File: config.mk
export PLATFORM = sky130hd
export DESIGN_NAME = switch_out_arbiter_flat
export DESIGN_NICKNAME = d
export VERILOG_FILES = /design/src/rtl/switch_out_arbiter_if.sv /design/src/rtl/switch_out_arbiter.sv /design/src/flat_wrapper.sv
export SDC_FILE = /design/constraint.sdc
export NUM_CORES = 1
export LEC_CHECK = 0
export CAP_MARGIN = 20
export CELL_PAD_IN_SITES_DETAIL_PLACEMENT = 0
export CELL_PAD_IN_SITES_GLOBAL_PLACEMENT = 2
export CORE_UTILIZATION = 37
export DETAILED_ROUTE_END_ITERATION = 10
export DONT_BUFFER_PORTS = 1
export PLACE_DENSITY = 0.91
export SLEW_MARGIN = 30
export SYNTH_ARGS = -nofsm -noshare
export SYNTH_HDL_FRONTEND = slang
export SYNTH_SLANG_ARGS = --single-unit
File: constraint.sdc
create_clock -name clk -period 3.7 [get_ports clk]
set_input_delay 0.74 -clock clk [delete_from_list [all_inputs] [get_ports clk]]
set_output_delay 0.74 -clock clk [all_outputs]
set_load 0.01 [all_outputs]
File: src/rtl/switch_out_arbiter_if.sv
// Handshake bundle between the four input buffers, the output buffer and one output-port arbiter.
// The slave modport is the arbiter side; the master modport drives requests and flow control.
interface switch_out_arbiter_if #(
  parameter int LEN_W = 16
);
  logic [3:0]         req;
  logic [4*LEN_W-1:0] len_bus;
  logic [3:0]         word_vld;
  logic               out_ready;
  logic [3:0]         grant;
  logic [1:0]         sel;
  logic               busy;
  logic               pop;
  logic               eop;

  modport slave (
    input  req, len_bus, word_vld, out_ready,
    output grant, sel, busy, pop, eop
  );

  modport master (
    output req, len_bus, word_vld, out_ready,
    input  grant, sel, busy, pop, eop
  );
endinterface

File: src/rtl/switch_out_arbiter.sv
// Round-robin packet arbiter for one switch output port; the grant is held for the whole packet.
// Define ARB_PKT_CNT_EN to add the CNT_W-bit completed-packet counter output pkt_cnt.
module switch_out_arbiter #(
  parameter int LEN_W = 16
`ifdef ARB_PKT_CNT_EN
  , parameter int CNT_W = 16
`endif
) (
  input  logic                 clk,
  input  logic                 rst,
  switch_out_arbiter_if.slave  bus
`ifdef ARB_PKT_CNT_EN
  , output logic [CNT_W-1:0]   pkt_cnt
`endif
);

  typedef enum logic {IDLE, XFER} state_t;

  state_t       state_q, state_d;
  logic [3:0]   grant_q, grant_d;
  logic [1:0]   sel_q,   sel_d;
  logic [1:0]   ptr_q,   ptr_d;
  logic         busy_q,  busy_d;
  logic [LEN_W:0] rem_q, rem_d;

  logic         pick_vld;
  logic [1:0]   pick, idx;
  logic         pop, eop;

  assign pop = (state_q == XFER) && bus.word_vld[sel_q] && bus.out_ready;
  assign eop = pop && (rem_q == (LEN_W+1)'(1));

  // Scan ptr+1 .. ptr+4; the last-served input (ptr) is checked last.
  always_comb begin
    pick_vld = 1'b0;
    pick     = 2'd0;
    idx      = 2'd0;
    for (int k = 1; k <= 4; k++) begin
      idx = ptr_q + 2'(k);
      if (!pick_vld && bus.req[idx]) begin
        pick_vld = 1'b1;
        pick     = idx;
      end
    end
  end

  always_comb begin
    state_d = state_q;
    grant_d = grant_q;
    sel_d   = sel_q;
    ptr_d   = ptr_q;
    busy_d  = busy_q;
    rem_d   = rem_q;
    case (state_q)
      IDLE: begin
        if (pick_vld) begin
          state_d = XFER;
          grant_d = 4'b0001 << pick;
          sel_d   = pick;
          busy_d  = 1'b1;
          // One extra bit so len = all-ones still yields the full word count.
          rem_d   = {1'b0, bus.len_bus[pick*LEN_W +: LEN_W]} + (LEN_W+1)'(1);
        end
      end
      XFER: begin
        if (pop) rem_d = rem_q - (LEN_W+1)'(1);
        if (eop) begin
          state_d = IDLE;
          grant_d = 4'b0000;
          busy_d  = 1'b0;
          ptr_d   = sel_q;
        end
      end
      default: state_d = IDLE;
    endcase
  end

  always_ff @(posedge clk or negedge rst) begin
    if (!rst) begin
      state_q <= IDLE;
      grant_q <= 4'b0000;
      sel_q   <= 2'd0;
      ptr_q   <= 2'd3;
      busy_q  <= 1'b0;
      rem_q   <= '0;
    end else begin
      state_q <= state_d;
      grant_q <= grant_d;
      sel_q   <= sel_d;
      ptr_q   <= ptr_d;
      busy_q  <= busy_d;
      rem_q   <= rem_d;
    end
  end

  assign bus.grant = grant_q;
  assign bus.sel   = sel_q;
  assign bus.busy  = busy_q;
  assign bus.pop   = pop;
  assign bus.eop   = eop;

`ifdef ARB_PKT_CNT_EN
  logic [CNT_W-1:0] cnt_q, cnt_d;

  always_comb begin
    cnt_d = cnt_q;
    if (eop) cnt_d = cnt_q + CNT_W'(1);
  end

  always_ff @(posedge clk or negedge rst) begin
    if (!rst) cnt_q <= '0;
    else      cnt_q <= cnt_d;
  end

  assign pkt_cnt = cnt_q;
`endif

endmodule

File: src/flat_wrapper.sv
// flat-port wrapper written by rule: the top's interface ports become plain ports
module switch_out_arbiter_flat 
#(
  parameter int LEN_W = 16

)
  (clk, rst, bus_req, bus_len_bus, bus_word_vld, bus_out_ready, bus_grant, bus_sel, bus_busy, bus_pop, bus_eop);
  switch_out_arbiter_if #(.LEN_W(LEN_W)) bus_i ();
  input  logic clk;
  input  logic rst;
  input wire logic [$bits(bus_i.req)-1:0] bus_req;
  input wire logic [$bits(bus_i.len_bus)-1:0] bus_len_bus;
  input wire logic [$bits(bus_i.word_vld)-1:0] bus_word_vld;
  input wire logic [$bits(bus_i.out_ready)-1:0] bus_out_ready;
  output wire logic [$bits(bus_i.grant)-1:0] bus_grant;
  output wire logic [$bits(bus_i.sel)-1:0] bus_sel;
  output wire logic [$bits(bus_i.busy)-1:0] bus_busy;
  output wire logic [$bits(bus_i.pop)-1:0] bus_pop;
  output wire logic [$bits(bus_i.eop)-1:0] bus_eop;
  assign bus_i.req = bus_req;
  assign bus_i.len_bus = bus_len_bus;
  assign bus_i.word_vld = bus_word_vld;
  assign bus_i.out_ready = bus_out_ready;
  assign bus_grant = bus_i.grant;
  assign bus_sel = bus_i.sel;
  assign bus_busy = bus_i.busy;
  assign bus_pop = bus_i.pop;
  assign bus_eop = bus_i.eop;
  switch_out_arbiter #(.LEN_W(LEN_W)) u_core (.clk(clk), .rst(rst), .bus(bus_i));
endmodule
==> results.sh <==
export IMPL_status="complete, no violations"
export IMPL_clockRootBuffer="clkbuf_8"
export IMPL_yosysUniqueCellTypes=48
export IMPL_crit_top_cell="or3_4"
export IMPL_dr_pass1_iters=4
export IMPL_hold_violations=0
export IMPL_synth_avg_cell_area_sq_um=8.94
export IMPL_die_y_microns=83.7
export IMPL_grt_pass1_vias=1862
export IMPL_end_kind="output port"
export IMPL_setup_viol=0
export IMPL_slew_violations=0
export IMPL_powerDensity_mw_per_mm2=284
export IMPL_tightest_slew_ps=606
export IMPL_portBuffers=0
export IMPL_track_usage=0.149
export IMPL_cts_buffer_depth=2
export IMPL_drive_gt1_frac=0.114
export IMPL_numCtsBuffers=3
export IMPL_die_area_sq_mm=0.00700
export IMPL_finalCritPeriodShare=0.839
export IMPL_critical_path_buf_inv_count=1
export IMPL_fp_dieW_microns=83.7
export IMPL_crit_path_cell_trace="or3_4, or4_4, or3_4, nor4_1, buf_4"
export IMPL_viasPerCell=5.79
export IMPL_total_leakage_power_nw=0.925
export IMPL_synthTopCellsByArea="dfrtp_1, mux2i_1, o21ai_0"
export IMPL_vias=2016
export IMPL_stdcell_count=348
export IMPL_worstSetupStartpointType="flop"
export IMPL_min_path_type="input port to asynchronous set/reset pin"
export IMPL_io_pins=84
export IMPL_ys_async_sr_fraction=1.00
export IMPL_cts_resized_gates=0
export IMPL_grt_start_max_net_pins=37
export IMPL_routedWlPerCell_microns=15.3
export IMPL_rsz0062_at_grt="false"
export IMPL_crit_type="flop to output port"
export IMPL_grt_ovfl_total=0
export IMPL_synth_seq_area_share=0.275
export IMPL_synth_nets=354
export IMPL_synth_top_area_share=0.253
export IMPL_synthCells=276
export IMPL_place_gp_congestion=0.802
export IMPL_max_vdd_ir_drop_mv=0.321
export IMPL_post_cts_buffers=0
export IMPL_cts_sinks=27
export IMPL_ys_flop_type="dfrtp_1"
export IMPL_routed_wl_microns=5310
export IMPL_grt_pass1_wl_microns=8600
export IMPL_yosys_warnings=0
export IMPL_synth_edf_count=0
export IMPL_cp_slowest_cell="or4_4"
export IMPL_dp_hpwl_microns=4090
export IMPL_layout_min_cycle_time_ps=3110
export IMPL_ant_nets=0
export IMPL_nets=350
export IMPL_path_clk_slew_ps=100
export IMPL_yosys_area_top_type="dfrtp_1"
export IMPL_syn_cell_area_sq_mm=0.00247
export IMPL_place_inst=344
export IMPL_initial_core_util=0.387
export IMPL_num_rows=29
export IMPL_tritoncts="built"
export IMPL_cp_top_family="simple AND/OR/NAND/NOR gates"
export IMPL_n_antenna_cell=0
export IMPL_maxCapViolCount=0
export IMPL_cts_hold_buf=0
export IMPL_clock_latency_ps=280
export IMPL_drtIter0Drc=148
export IMPL_skew_ps=13.5
export IMPL_relSlewSlack=0.595
export IMPL_cp_depth=5
export IMPL_finalSetupTns_ps=0
export IMPL_rr_worst_depth=9
export IMPL_core_sq_mm=0.00639
export IMPL_arrival_ps=2370
export IMPL_antenna_found_initial=0
export IMPL_synth_seq_cells=27
export IMPL_fmax_mhz=322
export IMPL_cts_max_level=1
export IMPL_cp_required_ps=2960
export IMPL_area_growth_syn_to_layout_pct=4.76
export IMPL_crit_fanout=5
export IMPL_slowest_delay_ps=450
export IMPL_drc=0
[synth_stat cells (2+ instances only)]
library cell	count
a21o_1	2
a21oi_1	11
a22oi_1	10
a32o_1	2
and2_1	3
buf_6	3
clkbuf_1	8
dfrtp_1	25
dfstp_2	2
ha_1	3
inv_1	9
mux2i_1	45
mux2i_2	4
nand2_1	30
nand2b_1	5
nand3_1	5
nand3b_1	2
nand4_2	2
nand4b_1	3
nor2_1	8
nor2b_1	2
nor3_1	10
nor4_1	2
nor4_2	2
nor4b_2	2
o21ai_0	26
o21ai_1	2
o221ai_1	4
o31ai_1	4
or3_1	6
or3_4	2
or4_1	4
xnor2_1	10
xor2_1	4
[where the power goes]
part           switching [mW]  total (mW)  internal (mW)
clock                  0.0960       0.173         0.0766
combinational           0.126       0.226          0.100
sequential             0.0223       0.336          0.314
[flip-flops by register name, indices dropped and copies added, names as in the netlist]
| name | flops |
|---|---|
| u_core.rem_q | 17 |
| u_core.ptr_q | 2 |
| u_core.state_q | 1 |
| u_core.bus.busy | 1 |
| u_core.bus.grant | 4 |
| u_core.bus.sel | 2 |
[stage by stage]
stage                     hold WS (ps)  worst slack (ps)  power (mW)  area [sq um]   util
after detailed placement           445               570       0.570          2540  0.397
after global placement             445               631       0.566          2540  0.397
after floorplan                    444               783       0.527          2470      -
after CTS                          131               581       0.744          2590  0.405
final                              136               595       0.735          2590  0.405
after global routing               119               427       0.785          2590  0.405
[kinds of logic after synthesis]
| family | count (synthesis) | synth area share |
|---|---|---|
| AOI/OAI and AO/OA | 65 | 0.162 |
| and+or+nand+nor | 91 | 0.220 |
| adders and majority gates | 3 | 0.0152 |
| xor gates and xnor gates | 14 | 0.0497 |
| DFF | 27 | 0.275 |
| muxes | 51 | 0.218 |
| buffers and inverters | 25 | 0.0603 |
[metal layers]
metal / vias up / track usage / wire, microns / part of all wire
li1: 1010 / - / - / -
met5: - / 0 / 0 / 0
met1: 921 / 0.196 / 2600 / 0.49
met2: 83 / 0.256 / 2360 / 0.44
met3: 2 / 0.0307 / 330 / 0.062
met4: 0 / 0.0216 / 21 / 0.0040
[area by class of cell]
| class | instances | area, sq um |
|---|---|---|
| Clock inverter | 1 | 7.51 |
| Multi-Input combinational cell | 224 | 1670 |
| Clock buffer | 3 | 41.3 |
| Timing Repair Buffer | 6 | 57.6 |
| Sequential cell | 27 | 678 |
| Inverter | 10 | 37.5 |
| Tap cell | 77 | 96.3 |
| Fill cell | 679 | 3800 |
[final timing paths]
path	from	to	slack [ps]
setup / recovery	u_core.rem_q[10]$_DFFE_PN0P_	bus_eop	590
hold / removal	rst	u_core.rem_q[3]$_DFFE_PN0P_	140
setup reg to reg	u_core.ptr_q[1]$_DFFE_PN1P_	u_core.rem_q[14]$_DFFE_PN0P_	700
hold reg to reg	u_core.ptr_q[0]$_DFFE_PN1P_	u_core.ptr_q[0]$_DFFE_PN1P_	490
max in group asynchronous	rst	u_core.ptr_q[1]$_DFFE_PN1P_	3380
min in group clk	u_core.ptr_q[0]$_DFFE_PN1P_	u_core.ptr_q[0]$_DFFE_PN1P_	490
[layout by cell type, fill, tap and decap left out, types with 6 or more instances in the layout]
cell     instances
nor2_1           8
inv_1            9
a22oi_1         10
nor3_1          10
xnor2_1         10
o21ai_0         26
a21oi_1         10
mux2i_1         45
dfrtp_1         25
nand2_1         30
or3_1            6
Power figures use the tool's default switching activity.
==> patch: new RTL, config.mk and constraints unchanged <==
`LEN_W` is set to 16 in 3 places; all go to 8.
--- a/src/rtl/switch_out_arbiter_if.sv
+++ b/src/rtl/switch_out_arbiter_if.sv
@@ -3,3 +3,3 @@
 interface switch_out_arbiter_if #(
-  parameter int LEN_W = 16
+  parameter int LEN_W = 8
 );
--- a/src/rtl/switch_out_arbiter.sv
+++ b/src/rtl/switch_out_arbiter.sv
@@ -3,3 +3,3 @@
 module switch_out_arbiter #(
-  parameter int LEN_W = 16
+  parameter int LEN_W = 8
 `ifdef ARB_PKT_CNT_EN
--- a/src/flat_wrapper.sv
+++ b/src/flat_wrapper.sv
@@ -3,3 +3,3 @@
 #(
-  parameter int LEN_W = 16
+  parameter int LEN_W = 8
 
Interface: changed (resized bus_len_bus); port bits go from 84 to 52. The function was not compared with the original's and may differ.
==> patch against the original RTL <==
Critical path type is now reg2reg; largest cell class unchanged; count of clock-buffer cells in the layout unchanged; combinational power down 2%; total power down 9.7%; sequential cell count down 8; final cell count down 38%; synthesized area down 38%; maximum frequency up 7.0%; critical endpoint is now u_core.rem_q[6]$_DFFE_PN0P_; setup slack better by 200 ps; routed wire length down 37%; final area down 37%; first-iteration DRC count down 65%.
==> patch: results (changes against the original RTL) <==
| Metric | Value |
|---|---|
| Arrival time worst endpoint | 3090 ps (+720 ps) |
| Layout cells sized above 1 | 13.6% (+2.2 points) |
| Largest register FFs | 9 (-8) |
| Delay-heaviest family, CP | compound AO/OA/AOI/OAI gates |
| Worst slew margin | 49.8% (-9.7 points) |
| Static Leak | 0.000657 uW (-29%) |
| Area of the multi-input gates | 977 sq um (-41%) |
| R2r endpoint | u_core.rem_q[6]$_DFFE_PN0P_ |
| Largest net degree at the start of global routing | 20 (-46%) |
| Cell Area, Placed | 0.00158 sq mm (-38%) |
| Gate power share | 33.3% (+2.5 points) |
| Clock Skews | 7.71 ps (-5.80 ps) |
| Sequential fraction of the synthesis area | 31.5% (+4.0 points) |
| Via/cell ratio | 5.83 (+0.71%) |
| Cell variety after synth | 41 (-15%) |
| CP max stage delay | 710 ps (+260 ps) |
| Status | completed |
| Clk_lat worst skew | 260 ps (-20 ps) |
| CP Capture Type | flop |
| Reg-to-Reg Start | u_core.ptr_q[0]$_DFFE_PN1P_ |
| Number of global-route vias before repair | 1,193 (-36%) |
| Global-route wire length before repair | 5.44 mm (-37%) |
| Reg2Reg Depth | 8 (-1) |
| CP startpoint | u_core.ptr_q[0]$_DFFE_PN1P_ |
| Fin nets | 216 (-38%) |
| Internal power | 426 uW (-13%) |
==> patch: cell count changes after synthesis, moves of 5 or more <==
cell,before,now
xnor2_1,10,1
o21ai_0,26,8
nand2_1,30,21
clkbuf_1,8,3
a21oi_1,11,4
mux2i_1,45,20
dfrtp_1,25,17
==> patch: cell type report <==
cell class | instances | area share (%)
Timing Repair Buffer | 4 | 1.85
Tap cell | 48 | 3.70
Multi-Input combinational cell | 134 | 60.2
Inverter | 8 | 1.85
Clock buffer | 3 | 2.54
Clock inverter | 1 | 0.462
Sequential cell | 19 | 29.4
==> patch: routing by layer <==
metal,global-route usage [%],wire [microns],vias to the layer above,part of all wire (%)
li1,-,-,613,-
met1,20.8,1520,604,46
met2,27.7,1610,45,48
met3,1.55,137,4,4.1
met4,7.71,58,0,1.7
met5,0,0,-,0
==> patch: kinds of logic after synthesis <==
logic type / synth area share [%]
compound gates: 17.4
mux: 22.0
fa+ha+maj: 2.47
buf+inv: 4.70
xor+xnor: 1.73
flops: 31.5
simple gates: 20.3
